===== src/rtl/lsq_pkg.sv =====
// rtl/lsq_pkg.sv - shared types and width helpers for the load/store queue
//
// Purpose: FSM state encoding and width helpers for the pointer, count and
// wait-counter registers used by load_store_queue and lsq_buffer.
// Ports: none (package).
package lsq_pkg;

  typedef enum logic [1:0] {
    IDLE  = 2'd0,
    LOAD  = 2'd1,
    STORE = 2'd2,
    WAIT  = 2'd3
  } ls_state_t;

  // Pointer width; DEPTH is a power of two >= 2 so pointers wrap naturally.
  function automatic int ptr_w(input int depth);
    return (depth > 1) ? $clog2(depth) : 1;
  endfunction

  // Count needs one extra bit to represent "full" (count == DEPTH).
  function automatic int cnt_w(input int depth);
    return $clog2(depth) + 1;
  endfunction

  // Wait counter holds at most cycles-1; keep at least one bit.
  function automatic int wait_w(input int cycles);
    return (cycles > 1) ? $clog2(cycles) : 1;
  endfunction

endpackage


===== src/rtl/lsq_buffer.sv =====
// rtl/lsq_buffer.sv - circular word buffer with count-based full/empty
//
// Purpose: DEPTH-entry circular buffer. Writes go to mem[wr_ptr], reads are
// combinational from mem[rd_ptr]. Full/empty come only from count.
// Ports:
//   clock, resetn  rising-edge clock, synchronous active-low reset
//   wr_en, wr_data write request and word (ignored when full)
//   rd_en          pop request (ignored when empty)
//   rd_data        oldest word, 0 while empty
//   count          entries currently held
module lsq_buffer
  import lsq_pkg::*;
#(
  parameter int DATA_W = 8,
  parameter int DEPTH  = 4
) (
  input  logic                   clock,
  input  logic                   resetn,
  input  logic                   wr_en,
  input  logic [DATA_W-1:0]      wr_data,
  input  logic                   rd_en,
  output logic [DATA_W-1:0]      rd_data,
  output logic [$clog2(DEPTH):0] count
);

  localparam int PTR_W = ptr_w(DEPTH);
  localparam int CNT_W = cnt_w(DEPTH);

  logic [DATA_W-1:0] mem [DEPTH];
  logic [PTR_W-1:0]  wr_ptr;
  logic [PTR_W-1:0]  rd_ptr;
  logic              full;
  logic              empty;
  logic              do_wr;
  logic              do_rd;

  assign full  = (count == CNT_W'(DEPTH));
  assign empty = (count == '0);
  assign do_wr = wr_en && !full;
  assign do_rd = rd_en && !empty;

  always_ff @(posedge clock) begin
    if (!resetn) begin
      wr_ptr <= '0;
      rd_ptr <= '0;
      count  <= '0;
    end else begin
      if (do_wr) wr_ptr <= wr_ptr + 1'b1;
      if (do_rd) rd_ptr <= rd_ptr + 1'b1;
      // A write and a pop in the same cycle cancel out in the count.
      case ({do_wr, do_rd})
        2'b10:   count <= count + 1'b1;
        2'b01:   count <= count - 1'b1;
        default: count <= count;
      endcase
    end
  end

  // Storage is not reset; stale entries are unreachable once count is 0.
  always_ff @(posedge clock) begin
    if (resetn && do_wr) mem[wr_ptr] <= wr_data;
  end

  assign rd_data = empty ? '0 : mem[rd_ptr];

endmodule


===== src/rtl/load_store_queue.sv =====
// rtl/load_store_queue.sv - load/store front end sequencing words into a buffer
//
// Purpose: accepts one word at a time, steps it through IDLE -> LOAD ->
// STORE -> WAIT and writes it into lsq_buffer, which drains independently.
// Ports:
//   clock, resetn        rising-edge clock, synchronous active-low reset
//   in_valid/in_ready    upstream handshake, in_data sampled on handshake
//   out_valid/out_ready  downstream handshake, out_data is the oldest word
//   count                entries currently buffered
//   state_o              current FSM state (IDLE=0 LOAD=1 STORE=2 WAIT=3)
module load_store_queue
  import lsq_pkg::*;
#(
  parameter int DATA_W      = 8,
  parameter int DEPTH       = 4,
  parameter int WAIT_CYCLES = 2
) (
  input  logic                   clock,
  input  logic                   resetn,
  input  logic                   in_valid,
  input  logic [DATA_W-1:0]      in_data,
  output logic                   in_ready,
  output logic                   out_valid,
  output logic [DATA_W-1:0]      out_data,
  input  logic                   out_ready,
  output logic [$clog2(DEPTH):0] count,
  output logic [1:0]             state_o
);

  localparam int WAIT_W = wait_w(WAIT_CYCLES);
  localparam int CNT_W  = cnt_w(DEPTH);

  ls_state_t         state;
  ls_state_t         state_nxt;
  logic [DATA_W-1:0] stage;
  logic [WAIT_W-1:0] wait_cnt;
  logic              accept;

  // Only one word is ever in flight, so checking space in IDLE guarantees
  // STORE never meets a full buffer.
  assign in_ready = resetn && (state == IDLE) && (count < CNT_W'(DEPTH));
  assign accept   = in_valid && in_ready;

  always_comb begin
    state_nxt = state;
    case (state)
      IDLE:    if (accept) state_nxt = LOAD;
      LOAD:    state_nxt = STORE;
      STORE:   state_nxt = WAIT;
      WAIT:    if (wait_cnt == '0) state_nxt = IDLE;
      default: state_nxt = IDLE;
    endcase
  end

  always_ff @(posedge clock) begin
    if (!resetn) begin
      state    <= IDLE;
      stage    <= '0;
      wait_cnt <= '0;
    end else begin
      state <= state_nxt;
      if (accept) stage <= in_data;
      // WAIT_CYCLES-1 loaded here so WAIT exits on the cycle the counter is 0.
      if (state == STORE)
        wait_cnt <= WAIT_W'(WAIT_CYCLES - 1);
      else if (state == WAIT && wait_cnt != '0)
        wait_cnt <= wait_cnt - 1'b1;
    end
  end

  lsq_buffer #(
    .DATA_W (DATA_W),
    .DEPTH  (DEPTH)
  ) u_buffer (
    .clock   (clock),
    .resetn  (resetn),
    .wr_en   (state == STORE),
    .wr_data (stage),
    .rd_en   (out_ready),
    .rd_data (out_data),
    .count   (count)
  );

  assign out_valid = (count != '0);
  assign state_o   = state;

endmodule


===== config.mk =====
export PLATFORM = sky130hd
export DESIGN_NAME = load_store_queue
export DESIGN_NICKNAME = d
export VERILOG_FILES = /design/src/rtl/lsq_pkg.sv /design/src/rtl/lsq_buffer.sv /design/src/rtl/load_store_queue.sv
export SDC_FILE = /design/constraint.sdc
export NUM_CORES = 1
export LEC_CHECK = 0
export ABC_AREA = 1
export BUFFER_PORTS_ARGS = -buffer_cell sky130_fd_sc_hd__buf_2
export CORE_MARGIN = 2
export CORE_UTILIZATION = 60
export DETAILED_ROUTE_END_ITERATION = 10
export PLACE_DENSITY = 0.93
export SYNTH_ARGS = -nofsm -noshare
export SYNTH_HDL_FRONTEND = slang
export SYNTH_SLANG_ARGS = --single-unit

===== constraint.sdc =====
create_clock -name clock -period 5.8 [get_ports clock]
set_clock_uncertainty 0.2 [all_clocks]
set_input_delay 0.58 -clock clock [delete_from_list [all_inputs] [get_ports clock]]
set_output_delay 0.58 -clock clock [all_outputs]
set_load 0.01 [all_outputs]

Yosys cells after proc, flatten, opt, wreduce, memory -nomap -nowiden
Memories as Yosys holds them, arrays and structs flattened. A register that Yosys moved wholly into a read port is not among the register bits.
Cells that the tools add are included.

word-level totals
  memories kept = 1
  bits in writable memories = 32
  logic and storage cells = 47
  register bits after elaboration = 18
  output and inout port bits = 15
  bits of input ports = 12

operators by class
  $lt $le $gt $ge = 1
  muxes and demuxes = 11
  $add $sub $neg = 5
  equality and inequality tests = 8
  reductions and logical operators = 15

memory list
  name          depth  bits a word  read ports  clocked after memory_dff  wr ports  line              source
  u_buffer.mem  4      8            1           1                         1         lsq_buffer.sv:29  logic [DATA_W-1:0] mem [DEPTH];

operators by type and width
  operator                                                             count
  2-bit 2-to-1 mux                                                     4
  8-bit 2-to-1 mux                                                     1
  2-bit case mux with 4 select lines                                   1
  1-bit logical AND                                                    7
  2-bit == test (second input constant)                                3
  3-bit case mux with 2 select lines                                   1
  2-bit by 1-bit adder with 2-bit output (second input constant)       2
  2-bit by 1-bit == test with 1-bit output (second input constant)     2
  1-bit 2-to-1 mux                                                     4
  2-bit inequality test (second input constant)                        2
  2-bit nonzero test                                                   2
  3-bit by 1-bit adder with 3-bit output (second input constant)       1
  3-bit == test (second input constant)                                1
  3-bit zero test                                                      1
  3-bit < comparator (second input constant)                           1
  3-bit nonzero test                                                   1
  3-bit by 1-bit subtractor with 3-bit output (second input constant)  1
  1-bit zero test                                                      2
  2-bit zero test                                                      1
  2-bit AND reduction                                                  1
  1-bit subtractor (second input constant)                             1

Logic depth before layout (Yosys ltp)
Gate-level depths: netlist of the first run.

  depth after elaboration = 6
  mapped depth = 13
  mapped depth without buffers = 13

Modules after synthesis
Synthesis of the first run repeated with hierarchy kept, for this count alone.

second synthesis, totals
  cell total of the unflattened synthesis = 236
  area total of the unflattened synthesis = 2312.2 um^2

modules (own cells, without submodules)
  module            area an instance (um^2)  times used  cells an instance
  lsq_buffer        1794.2                   1           171
  load_store_queue  518.0                    1           65

Worst setup path before layout of the first run
OpenSTA, ideal clock, no wires.

  path kind = reg-to-reg
  from = register state[0] (netlist: state_o[0])
  to = register u_buffer.count[2]
  arrival time = 1697 ps
  library setup time = 113 ps
  stages on the path, launching flop included = 13
  clock period less this slack = 2010 ps
  path buffers = 0
  required time = 5487 ps
  setup slack = 3790 ps
  cells stage by stage = dfxtp_1 > inv_1 > ha_1 > nand2_2 > ha_1 > inv_1 > fa_1 > nor2_1 > nor2_1 > nand2_1 > nand2_1 > nand2_1 > nor2_1

between the ends
  longest elaborated chain between the ends = 4
  elaborated cells between the ends (all ways) = 6
  classes of those cells = 3 x eq/ne; 1 x mux; 2 x reduce/logical

RTL lines
  item                                                                              line                    source
  start: declaration                                                                load_store_queue.sv:33  ls_state_t state;
  start signal: assignment                                                          load_store_queue.sv:61  state <= state_nxt;
  2-bit == test *                                                                   load_store_queue.sv:77  .wr_en (state == STORE),
  1-bit logical AND *                                                               lsq_buffer.sv:39        assign do_wr = wr_en && !full;
  2-bit by 1-bit == test with 1-bit output / 2-bit == test (equally long branches)  lsq_buffer.sv:51        case ({do_wr, do_rd})
  3-bit case mux with 2 select lines / 2-bit nonzero test (equally long branches)   --
  end signal: assignment                                                            lsq_buffer.sv:52        2'b10: count <= count + 1'b1;
  end signal: assignment                                                            lsq_buffer.sv:53        2'b01: count <= count - 1'b1;
  end signal: assignment                                                            lsq_buffer.sv:54        default: count <= count;
  end: declaration                                                                  lsq_buffer.sv:23        output logic [$clog2(DEPTH):0] count

Every way passes the cells marked *; elsewhere a longest branch is shown, timed or not.
A chain may end at the register's enable or synchronous reset.

==> run summary, run 1 <==
======================================================================================================
Outcome                                                                                      completed
Count of cells resized by post-cts repair                                                            0
Slew headroom                                                                                   47.12%
Total grt overflow                                                                                   0
CTS Root Buffer Type                                                                      sky130_fd_sc_hd__clkbuf_8
Buffer depth of the longest clock path                                                               2
Critical Path Slowest Stage Cell                                                          sky130_fd_sc_hd__dfxtp_1
Distinct cells, synth                                                                               25
Post-CTS setup buffers                                                                               0
Count of input and output buffers                                                                   26
Share of the cycle needed by the critical path after routing                                    44.76%
Sequential cell area fraction in the yosys report                                               59.91%
Per-cell via count in the routed design                                                          5.244
Standby leakage power                                                                         1.012 nW
Endpoint of the worst-slack reg-to-reg timing path                                        u_buffer.mem[0][6]
Dominant register cell in the synthesized netlist                                         sky130_fd_sc_hd__edfxtp_1
Number of pins with negative max-slew slack in the final report                                      0
Multi-input logic area                                                                       757.0 um2
Drt drc                                                                                              0
Core region area                                                                              3661 um2
Proportion of register bits with asynchronous set or reset after synthesis                          0%
Wire length per cell after detailed routing                                                   13.90 um
Portion of synthesized cell area occupied by the leading cell type                              42.29%
Most frequent cell after synthesis                                                        sky130_fd_sc_hd__nor2_1
Number of sinks on the clock net                                                                    52
DRT antenna net count                                                                                0
Post-synthesis cell type with the largest combined area                                   sky130_fd_sc_hd__edfxtp_1
Setup tns final                                                                                   0 ns
Die Span Y                                                                                    65.54 um
Number of buffers inserted by hold repair at cts                                                     0
Wire length of the first global-routing pass                                                   6720 um
Fraction of final layout cells sized beyond drive strength 1                                    18.73%
I/O pin count                                                                                       27
Crit path DAT                                                                                  1.82 ns
Final count of hold timing violations                                                                0
Worst voltage drop across the vdd grid                                                     0.0002784 V
Total Die Area                                                                                4295 um2
Clock buffers created by TritonCTS                                                                   5
Slew at the pin closest to its max-slew limit                                                0.7903 ns
Endpoint of the worst hold-timing path                                                    u_buffer.mem[3][3]
Clock transition at the register clock pins on the worst setup and hold paths after CTS        0.10 ns
Source-to-sink clock delay at the later pin of the worst-skew pair                             0.31 ns
Synthesis Warnings                                                                                   0
Number of flops mapped to enable cells by yosys                                                     32
GRT Overall Usage                                                                               21.47%
Reg2reg path depth                                                                                   6
Delay of the slowest cell on the worst path                                                    0.78 ns
Number of global-route vias before repair                                                         1469
Launch point of the worst reg-to-reg path                                                   state_o[0]
Width of the die                                                                              65.54 um
Post-placement cell count                                                                          291
Number of iterations in the first detailed-routing pass                                              4
Vias after detailed routing                                                                       1568
Count of antenna diodes in the layout                                                                0
Register Area                                                                                 1361 um2
Critical path capture point type                                                            output pin
Period minus WS final                                                                         2.596 ns
Count of fill cells added during filler insertion                                                  261
Total detailed-routing wirelength                                                              4156 um
Count of mapped cells out of synthesis                                                             223
Synthesized cell area                                                                         2272 um2
Worst Hold Class                                                                            reg -> reg
Antenna violations before repair                                                                     0
Largest net degree at the start of global routing                                                   19
Classification of the worst setup path                                                      reg -> out
Post-DP HPWL                                                                                   2804 um
Number of synthesized register bits                                                                 52
Cell area power density                                                                   435.5 nW/um2
Violation count after the first detailed-route iteration                                            74
Finished Layout Cells                                                                              299
Setup violators final                                                                                0
Critical path, cell by cell                                                               nor2_1, nor2_1, o21ai_0, a21oi_1, buf_2
Post-synthesis average cell area                                                             10.19 um2
Launch point of the worst hold path                                                           stage[3]
Relative area change from synthesis to final layout                                             9.692%
H-tree levels                                                                                        2
Total number of nets in the final design                                                           272
Launching element type of the critical path                                                  flip-flop
Nets in the synthesized netlist                                                                    245
Upper clock frequency limit                                                                  385.2 MHz
Highest net fanout along the worst path                                                             17
Number of maximum-capacitance constraint violations                                                  0
Setup repair after global routing missed its margin                                                 no
Placement row count                                                                                 22
Cell types occupying the most area after synthesis                                        sky130_fd_sc_hd__edfxtp_1, sky130_fd_sc_hd__dfxtp_1, sky130_fd_sc_hd__nor2_1
Worst EP required                                                                              5.02 ns
TritonCTS clock tree                                                                               yes
Cells on Worst Hold Path                                                                             0
Most prevalent standard cell on the critical path                                         sky130_fd_sc_hd__nor2_1
Initial standard-cell utilization of the core                                                   62.06%
Weighted congestion at the end of routability-driven global placement                           0.7410
Minimum setup slack among reg-to-reg paths                                                     3.68 ns
Cell types with the highest counts after synthesis                                        sky130_fd_sc_hd__nor2_1, sky130_fd_sc_hd__edfxtp_1, sky130_fd_sc_hd__a21oi_1
======================================================================================================
registers in the layout (all words and copies together), names as in the netlist, named ones only:
name / count
u_buffer.mem: 32
stage: 8
u_buffer.count: 3
state_o: 2
u_buffer.rd_ptr: 2
u_buffer.wr_ptr: 2
wait_cnt: 1
area by class of cell:
class,count,share of cell area (%)
flip-flops and latches,52,54.62
clock buffers,5,2.761
inverters,22,3.514
well taps,48,2.410
multi-input cells,143,30.37
repair buffers,26,5.221
clock inverters,3,1.104
worst max-delay path, delay by kind of cell, from the launching register on:
kind	cells	cell delay [ns]
buf+inv	1	0.18
simple gates	2	0.23
flops	1	0.78
compound gates	2	0.32
kinds of logic after synthesis:
| family | synth area share [%] |
|---|---|
| compound gates | 9.747 |
| xor+xnor | 0.3855 |
| fa+ha+maj | 5.837 |
| buf+inv | 6.773 |
| flops | 59.91 |
| simple gates | 17.35 |
per-stage QoR:
step                hold WS, ns  setup slack (ns)  instance area (um2)  utilization [%]  power (mW)
floorplan                0.2604             3.790                 2272                -      0.7793
global placement         0.2762             3.728                 2396            65.45      0.8571
detailed placement       0.3039             3.616                 2396            65.45      0.8754
CTS                      0.3215             3.262                 2492            68.08       1.085
global route             0.3400             3.104                 2492            68.08       1.157
finish                   0.3223             3.204                 2492            68.08       1.085
power breakdown:
part	leakage, nW	switching (mW)	internal [mW]
Sequential	0.460	0.0552	0.445
Combinational	0.506	0.232	0.139
Clock	0.0463	0.125	0.0886
cells in the final DEF, fill, tap and decap left out:
cell type | synthesis | routed
sky130_fd_sc_hd__nor2_1 | 51 | 51
sky130_fd_sc_hd__edfxtp_1 | 32 | 32
sky130_fd_sc_hd__buf_2 | 1 | 26
sky130_fd_sc_hd__a21oi_1 | 22 | 22
sky130_fd_sc_hd__nand2_1 | 21 | 21
sky130_fd_sc_hd__dfxtp_1 | 20 | 20
sky130_fd_sc_hd__inv_1 | 16 | 16
sky130_fd_sc_hd__o21ai_0 | 14 | 14
sky130_fd_sc_hd__nand3_1 | 11 | 11
sky130_fd_sc_hd__ha_1 | 9 | 9
sky130_fd_sc_hd__o21ai_1 | 6 | 6
sky130_fd_sc_hd__inv_2 | 5 | 5
sky130_fd_sc_hd__clkbuf_8 | 1 | 5
sky130_fd_sc_hd__nand2_4 | 2 | 2
sky130_fd_sc_hd__nand3_2 | 1 | 1
sky130_fd_sc_hd__inv_6 | 1 | 1
sky130_fd_sc_hd__nor3_2 | 1 | 1
sky130_fd_sc_hd__nand2_2 | 1 | 1
sky130_fd_sc_hd__nor2_8 | 1 | 1
sky130_fd_sc_hd__xor2_1 | 1 | 1
sky130_fd_sc_hd__o21bai_2 | 1 | 1
sky130_fd_sc_hd__fa_1 | 1 | 1
sky130_fd_sc_hd__inv_8 | 0 | 1
sky130_fd_sc_hd__clkinv_4 | 0 | 1
sky130_fd_sc_hd__clkinvlp_4 | 0 | 1
per-layer routing:
metal | track usage (%) | share of wire [%]
met4 | 10.68 | 1.7
met2 | 36.10 | 51
met5 | 0 | 0
met1 | 25.69 | 41
met3 | 5.308 | 6.3
worst max path at each step:
stage / depth (start not counted) / slack (ns) / startpoint / end
6_report: 5 / 3.20 / flip-flop / out_data[0]
5_1_grt: 5 / 3.10 / flip-flop / out_data[0]
4_1_cts: 5 / 3.26 / flip-flop / out_data[0]
3_5_place_dp: 3 / 3.62 / resetn / u_buffer.mem[0][4]
3_3_place_gp: 5 / 3.73 / flip-flop / out_data[2]
2_1_floorplan: 12 / 3.79 / state_o[0] / u_buffer.count[2]
No activity file was read; power rests on OpenSTA's default activity.
==> inputs of run 2 (changes only) <==
--- a/config.mk
+++ b/config.mk
@@ -8,9 +8,9 @@
 export ABC_AREA = 1
 export BUFFER_PORTS_ARGS = -buffer_cell sky130_fd_sc_hd__buf_2
 export CORE_MARGIN = 2
-export CORE_UTILIZATION = 60
+export CORE_UTILIZATION = 57
 export DETAILED_ROUTE_END_ITERATION = 10
-export PLACE_DENSITY = 0.93
+export PLACE_DENSITY = 0.89
 export SYNTH_ARGS = -nofsm -noshare
 export SYNTH_HDL_FRONTEND = slang
 export SYNTH_SLANG_ARGS = --single-unit
==> constraint.sdc (replaced) <==
create_clock -name clock -period 2.45 [get_ports clock]
set_clock_uncertainty 0.2 [all_clocks]
set_input_delay 0.245 -clock clock [delete_from_list [all_inputs] [get_ports clock]]
set_output_delay 0.245 -clock clock [all_outputs]
set_load 0.01 [all_outputs]
==> run 2 against run 1 <==
Clock power grew 130%. Sequential share of layout area shrank 1.1 points. Largest cell class unchanged. Total power grew 140%. Cell area increased by 2.1%. Flip-flop and latch count did not move. Die area up 4.9%. First-iteration DRC count up 69%. Cell count up 2.3%. Critical endpoint is now u_buffer.count[2]. Non-clock buffer count is 7 higher. Sequential power up 130%. Register-to-register slack got worse by 3.3 ns. Worst setup slack worse by 2.8 ns.
==> run summary, run 2 (synthesis results as in run 1) <==
======================================================================================================
Violation count after the first detailed-route iteration                                           125
Total number of nets in the final design                                                           279
Wire length per cell after detailed routing                                                   12.91 um
Period minus WS final                                                                         2.088 ns
GRT Overall Usage                                                                               19.69%
Placement row count                                                                                 22
DRT antenna net count                                                                                0
Critical Path Slowest Stage Cell                                                          sky130_fd_sc_hd__dfxtp_1
Wire length of the first global-routing pass                                                   6341 um
Crit path DAT                                                                                  2.10 ns
Critical path capture point type                                                             flip-flop
Post-placement cell count                                                                          297
Cells on Worst Hold Path                                                                             3
H-tree levels                                                                                        2
Worst slack on hold paths                                                                  0.003099 ns
Count of input and output buffers                                                                   26
Fraction of final layout cells sized beyond drive strength 1                                    20.54%
Cell area power density                                                                    1008 nW/um2
Upper clock frequency limit                                                                  478.9 MHz
Setup violators final                                                                                0
Total detailed-routing wirelength                                                              3951 um
Launch point of the worst reg-to-reg path                                                   state_o[0]
Number of pins with negative max-slew slack in the final report                                      0
Width of the die                                                                              67.14 um
Post-DP HPWL                                                                                   2751 um
Slew headroom                                                                                   54.37%
Drt drc                                                                                              0
Finished Layout Cells                                                                              306
Max FFs per register                                                                                32
Count of cells resized by post-cts repair                                                            0
Setup slack after layout                                                                     0.3617 ns
Worst Path Buf+Inv                                                                                   2
Launching element type of the critical path                                                  flip-flop
Delay of the slowest cell on the worst path                                                    0.38 ns
Initial standard-cell utilization of the core                                                   60.70%
Weighted congestion at the end of routability-driven global placement                           0.8137
CTS Root Buffer Type                                                                      sky130_fd_sc_hd__clkbuf_8
Minimum setup slack among reg-to-reg paths                                                     0.36 ns
Setup repair after global routing missed its margin                                                 no
Critical path, cell by cell                                                               inv_1, ha_1, nand2_2, ha_1, inv_1, fa_1, nor2_1, nor2_1, nand2_1, nand2_1, nand2_1, nor2_1
Worst voltage drop across the vdd grid                                                     0.0006507 V
Number of sinks on the clock net                                                                    52
Largest registers ranked by flip-flop count                                               u_buffer.mem: 32 flops, stage: 8 flops, u_buffer.count: 3 flops
Antenna violations before repair                                                                     0
Setup tns final                                                                                   0 ns
Largest net degree at the start of global routing                                                   18
CP top delay family                                                                        adder cells
Clock transition at the register clock pins on the worst setup and hold paths after CTS        0.09 ns
TritonCTS clock tree                                                                               yes
Core region area                                                                              3744 um2
Area of placed instances                                                                      2441 um2
Endpoint of the worst-slack reg-to-reg timing path                                        u_buffer.count[2]
Source-to-sink clock delay at the later pin of the worst-skew pair                             0.31 ns
Reg2reg path depth                                                                                  12
Highest net fanout along the worst path                                                              4
Number of maximum-capacitance constraint violations                                                  0
Worst EP required                                                                              2.47 ns
Total grt overflow                                                                                   0
Worst Hold Class                                                                             in -> reg
Standby leakage power                                                                         1.043 nW
Launch point of the worst hold path                                                         in_data[3]
Commonest cells after routing, fill and taps aside                                        sky130_fd_sc_hd__nor2_1, sky130_fd_sc_hd__edfxtp_1, sky130_fd_sc_hd__buf_2, sky130_fd_sc_hd__a21oi_1, sky130_fd_sc_hd__nand2_1
Outcome                                                                                      completed
Number of global-route vias before repair                                                         1431
Most frequent standard cell in the layout excluding fill and tap cells                    sky130_fd_sc_hd__nor2_1
Endpoint of the worst hold-timing path                                                        stage[3]
Count of antenna diodes in the layout                                                                0
I/O pin count                                                                                       27
Logic depth of the worst setup path including buffers                                               12
Slew at the pin closest to its max-slew limit                                                0.6807 ns
Final Instance Area                                                                           2544 um2
Clock buffers created by TritonCTS                                                                   5
Share of the cycle needed by the critical path after routing                                    85.24%
Buffer depth of the longest clock path                                                               2
Biggest register                                                                          u_buffer.mem
Per-cell via count in the routed design                                                          5.141
Die Span Y                                                                                    67.14 um
Classification of the worst setup path                                                      reg -> reg
Vias after detailed routing                                                                       1573
Pre-CTS setup slack                                                                          0.4061 ns
Number of iterations in the first detailed-routing pass                                              4
Total Die Area                                                                                4507 um2
Relative area change from synthesis to final layout                                             11.95%
Final count of hold timing violations                                                                0
======================================================================================================
-- run 2: cell count changes in the layout (fill, tap and decap cells not counted) --
cell and delta:
sky130_fd_sc_hd__buf_4 +6, sky130_fd_sc_hd__dlygate4sd3_1 +1, sky130_fd_sc_hd__clkinvlp_4 +1, sky130_fd_sc_hd__inv_8 -1
-- run 2: cell type report --
class | instances | area, um2
clock inverters | 3 | 23.77
repair buffers | 33 | 185.2
well taps | 48 | 60.06
fillers | 296 | 1200
multi-input cells | 143 | 757.0
clock buffers | 5 | 68.82
flip-flops and latches | 52 | 1361
inverters | 22 | 87.58
-- run 2: how the worst max path moves through the flow --
stage | startpoint | end | slack [ns]
after floorplan | state_o[0] | u_buffer.count[2] | 0.44
after global placement | state_o[0] | u_buffer.count[2] | 0.46
after detailed placement | state_o[0] | u_buffer.count[2] | 0.41
after CTS | state_o[0] | u_buffer.count[2] | 0.34
after global routing | state_o[0] | u_buffer.count[2] | 0.16
final | state_o[0] | u_buffer.count[2] | 0.36
-- run 2: through the flow --
| step | total power, mW | utilization [%] |
|---|---|---|
| after floorplan | 1.845 | - |
| after global placement | 2.066 | 65.21 |
| after detailed placement | 2.098 | 65.21 |
| after CTS | 2.573 | 67.95 |
| after global routing | 2.738 | 67.95 |
| final | 2.564 | 67.95 |
-- run 2: metal layers --
metal  wire length, um  track usage [%]
met5                 0                0
met4               116            10.46
met3               226            6.500
met2              1908            32.80
met1              1699            22.52
-- run 2: worst register-to-register path, cell delays in order, from the launching register on --
cell and delay (ns):
sky130_fd_sc_hd__dfxtp_1 0.38, sky130_fd_sc_hd__inv_1 0.09, sky130_fd_sc_hd__ha_1 0.24, sky130_fd_sc_hd__nand2_2 0.11
sky130_fd_sc_hd__ha_1 0.16, sky130_fd_sc_hd__inv_1 0.08, sky130_fd_sc_hd__fa_1 0.38, sky130_fd_sc_hd__nor2_1 0.11
sky130_fd_sc_hd__nor2_1 0.04, sky130_fd_sc_hd__nand2_1 0.07, sky130_fd_sc_hd__nand2_1 0.05, sky130_fd_sc_hd__nand2_1 0.05
sky130_fd_sc_hd__nor2_1 0.03
-- run 2: where the power goes --
group	internal, mW	total, mW	switching [mW]	leakage, nW
Combinational	0.348	0.941	0.594	0.542
Clock	0.202	0.484	0.281	0.0404
Sequential	1.05	1.14	0.0862	0.460
Total	1.60	2.56	0.961	1.04
-- run 2: timing repair --
item,4_1_cts,5_1_grt
buffers inserted,0,0
hold buffers,1,0
hold endpoints to repair,1,0
==> inputs of run 3 (changes only) <==
--- a/config.mk
+++ b/config.mk
@@ -5,12 +5,11 @@
 export SDC_FILE = /design/constraint.sdc
 export NUM_CORES = 1
 export LEC_CHECK = 0
-export ABC_AREA = 1
 export BUFFER_PORTS_ARGS = -buffer_cell sky130_fd_sc_hd__buf_2
 export CORE_MARGIN = 2
-export CORE_UTILIZATION = 57
+export CORE_UTILIZATION = 56
 export DETAILED_ROUTE_END_ITERATION = 10
-export PLACE_DENSITY = 0.89
+export PLACE_DENSITY = 0.88
 export SYNTH_ARGS = -nofsm -noshare
 export SYNTH_HDL_FRONTEND = slang
 export SYNTH_SLANG_ARGS = --single-unit
==> run 3 against run 2 <==
Clock-buffer cell count stayed put. Die area is 2.1% lower. Synthesized cell count is 27% lower. Maximum frequency is 9.5% lower. Register-to-register slack worse by 0.22 ns. Wire length is 8.0% lower. Critical path depth is 1 lower. Synthesized area is 4.0% lower. Critical path type unchanged. Highest routed layer unchanged.
==> run summary, run 3 <==
======================================================================================================
Total number of nets in the final design                                                           220
Sequential cell area fraction in the yosys report                                               62.39%
Number of global-route vias before repair                                                         1318
Total detailed-routing wirelength                                                              3634 um
CTS Root Buffer Type                                                                      sky130_fd_sc_hd__clkbuf_8
Slew headroom                                                                                   62.15%
Number of flops mapped to enable cells by yosys                                                     32
H-tree levels                                                                                        2
Launch point of the worst hold path                                                          out_ready
Beginning of the critical path                                                              state_o[0]
Total Die Area                                                                                4412 um2
I/O pin count                                                                                       27
Total grt overflow                                                                                   0
Worst voltage drop across the vdd grid                                                     0.0004938 V
Worst EP required                                                                              2.44 ns
Placement row count                                                                                 22
Largest registers ranked by flip-flop count                                               u_buffer.mem: 32 flops, stage: 8 flops, u_buffer.count: 3 flops
Worst Hold Class                                                                             in -> reg
Count of input and output buffers                                                                   26
Standby leakage power                                                                        0.9670 nW
End of the critical path                                                                  u_buffer.count[2]
Clock buffers created by TritonCTS                                                                   5
Post-DP HPWL                                                                                   2486 um
TritonCTS clock tree                                                                               yes
Post-synthesis average cell area                                                             13.39 um2
Die Span Y                                                                                    66.42 um
Count of mapped cells out of synthesis                                                             163
Source-to-sink clock delay at the later pin of the worst-skew pair                             0.30 ns
Number of sinks on the clock net                                                                    52
Share of the cycle needed by the critical path after routing                                    94.19%
Width of the die                                                                              66.42 um
Most frequent cell after synthesis                                                        sky130_fd_sc_hd__edfxtp_1
Clock transition at the register clock pins on the worst setup and hold paths after CTS        0.09 ns
Total power after layout                                                                      2.329 mW
Relative area change from synthesis to final layout                                             16.57%
Post-CTS setup buffers                                                                               0
Antenna violations before repair                                                                     0
Post-synthesis cell type with the largest combined area                                   sky130_fd_sc_hd__edfxtp_1
Max FFs per register                                                                                32
Count of fill cells added during filler insertion                                                  255
Proportion of register bits with asynchronous set or reset after synthesis                          0%
Minimum setup slack among reg-to-reg paths                                                     0.14 ns
Commonest cells after routing, fill and taps aside                                        sky130_fd_sc_hd__edfxtp_1, sky130_fd_sc_hd__nand2_1, sky130_fd_sc_hd__buf_2, sky130_fd_sc_hd__dfxtp_1, sky130_fd_sc_hd__inv_1
Setup slack after layout                                                                     0.1423 ns
Period minus WS final                                                                         2.308 ns
Wire length of the first global-routing pass                                                   5844 um
Cell types with the highest counts after synthesis                                        sky130_fd_sc_hd__edfxtp_1, sky130_fd_sc_hd__nand2_1, sky130_fd_sc_hd__dfxtp_1
Final count of hold timing violations                                                                0
Outcome                                                                                      completed
Number of iterations in the first detailed-routing pass                                              4
Launching element type of the critical path                                                  flip-flop
Number of synthesized register bits                                                                 52
Dominant register cell in the synthesized netlist                                         sky130_fd_sc_hd__edfxtp_1
DRT antenna net count                                                                                0
Buffer depth of the longest clock path                                                               2
Biggest register                                                                          u_buffer.mem
Vias after detailed routing                                                                       1293
Weighted congestion at the end of routability-driven global placement                           0.7200
Portion of synthesized cell area occupied by the leading cell type                              44.04%
Reg2reg path depth                                                                                  11
GRT Overall Usage                                                                               18.64%
Slew at the pin closest to its max-slew limit                                                0.5674 ns
Finished Core Util                                                                              68.45%
Number of maximum-capacitance constraint violations                                                  0
Cell area power density                                                                   915.8 nW/um2
Critical path capture point type                                                             flip-flop
Count of antenna diodes in the layout                                                                0
Cell types occupying the most area after synthesis                                        sky130_fd_sc_hd__edfxtp_1, sky130_fd_sc_hd__dfxtp_1, sky130_fd_sc_hd__mux4_2
Classification of the worst setup path                                                      reg -> reg
Violation count after the first detailed-route iteration                                            73
Cells on Worst Hold Path                                                                             3
Drt drc                                                                                              0
Synthesis Warnings                                                                                   0
Endpoint of the worst-slack reg-to-reg timing path                                        u_buffer.count[2]
Number of pins with negative max-slew slack in the final report                                      0
Core region area                                                                              3716 um2
Pre-CTS setup slack                                                                          0.1320 ns
Launch point of the worst reg-to-reg path                                                   state_o[0]
Initial standard-cell utilization of the core                                                   58.72%
Highest net fanout along the worst path                                                              7
Largest net degree at the start of global routing                                                   20
Distinct cells, synth                                                                               33
Setup violators final                                                                                0
Most frequent standard cell in the layout excluding fill and tap cells                    sky130_fd_sc_hd__edfxtp_1
Upper clock frequency limit                                                                  433.3 MHz
Wire length per cell after detailed routing                                                   14.71 um
Crit path DAT                                                                                  2.30 ns
Fraction of final layout cells sized beyond drive strength 1                                    22.61%
Per-cell via count in the routed design                                                          5.235
Nets in the synthesized netlist                                                                    185
Area of placed instances                                                                      2342 um2
Final Instance Area                                                                           2544 um2
Synthesized cell area                                                                         2182 um2
======================================================================================================
-- run 3: cell types whose count changed in the layout (fill, tap and decap cells not counted), sizes merged, moves of 7 or more --
cell         change
nor2            -51
dlygate4sd3      +7
nor2b            +8
a21oi           -22
inv             -11
nand3           -12
o21ai            -7
mux4             +8
-- run 3: logic make-up after synthesis --
logic type / after synthesis / synth area share, %
multiplexers: 12 / 10.09
buffers and inverters: 19 / 3.956
XOR/XNOR: 2 / 0.8029
adder cells (fa/ha/maj): 10 / 6.078
AND/OR/NAND/NOR: 49 / 11.41
flip-flops: 52 / 62.39
AO/OA/AOI/OAI: 19 / 5.276
-- run 3: worst min path at each step --
| stage | end |
|---|---|
| final | u_buffer.rd_ptr[0] |
| after global routing | flip-flop |
| after CTS | u_buffer.rd_ptr[0] |
| after detailed placement | stage[5] |
| after global placement | stage[0] |
| after floorplan | stage[0] |
-- run 3: layout make-up --
class	count	area [um2]	area share [%]
sequential	52	1363	53.57
clock inverter	3	42.54	1.672
tap	48	60.06	2.361
timing repair buffer	36	225.2	8.854
inverter	11	41.29	1.623
clock buffer	5	68.82	2.705
multi-input combinational	92	743.2	29.22
-- run 3: worst max-delay path: stages, from the launching register on --
cell	delay, ns
sky130_fd_sc_hd__dfxtp_2	0.36
sky130_fd_sc_hd__inv_1	0.07
sky130_fd_sc_hd__ha_1	0.21
sky130_fd_sc_hd__inv_1	0.11
sky130_fd_sc_hd__a31oi_4	0.07
sky130_fd_sc_hd__inv_1	0.09
sky130_fd_sc_hd__ha_1	0.19
sky130_fd_sc_hd__inv_1	0.09
sky130_fd_sc_hd__fa_1	0.38
sky130_fd_sc_hd__xor2_1	0.17
sky130_fd_sc_hd__o211ai_1	0.17
sky130_fd_sc_hd__o31ai_1	0.09
-- run 3: metrics by stage --
stage | hold WS (ns) | std cells | setup TNS [ns]
global placement | 0.2417 | 231 | 0
floorplan | 0.1536 | 163 | 0
detailed placement | 0.2482 | 231 | 0
finish | 0.06910 | 247 | 0
global route | 0.1261 | 247 | -0.005368
CTS | 0.05877 | 247 | 0
-- run 3: report_power, final --
part | internal [mW] | switching [mW]
logic | 0.282 | 0.320
clock network | 0.303 | 0.267
registers | 1.06 | 0.100
total | 1.64 | 0.687
-- run 3: metal layers --
| metal | wire length (um) | share of wire [%] | up-vias | track usage [%] |
|---|---|---|---|---|
| li1 | - | - | 640 | - |
| met2 | 1904 | 52 | 32 | 31.75 |
| met1 | 1503 | 41 | 611 | 20.71 |
| met4 | 87 | 2.4 | 0 | 10.20 |
| met3 | 139 | 3.8 | 10 | 5.622 |
| met5 | 0 | 0 | - | 0 |
-- run 3: timing repair --
action                                 4_1_cts  5_1_grt
setup endpoints to repair                    0        2
endpoints found under the hold margin        8        0
resized for setup                            0        2
hold buffers                                 8        0
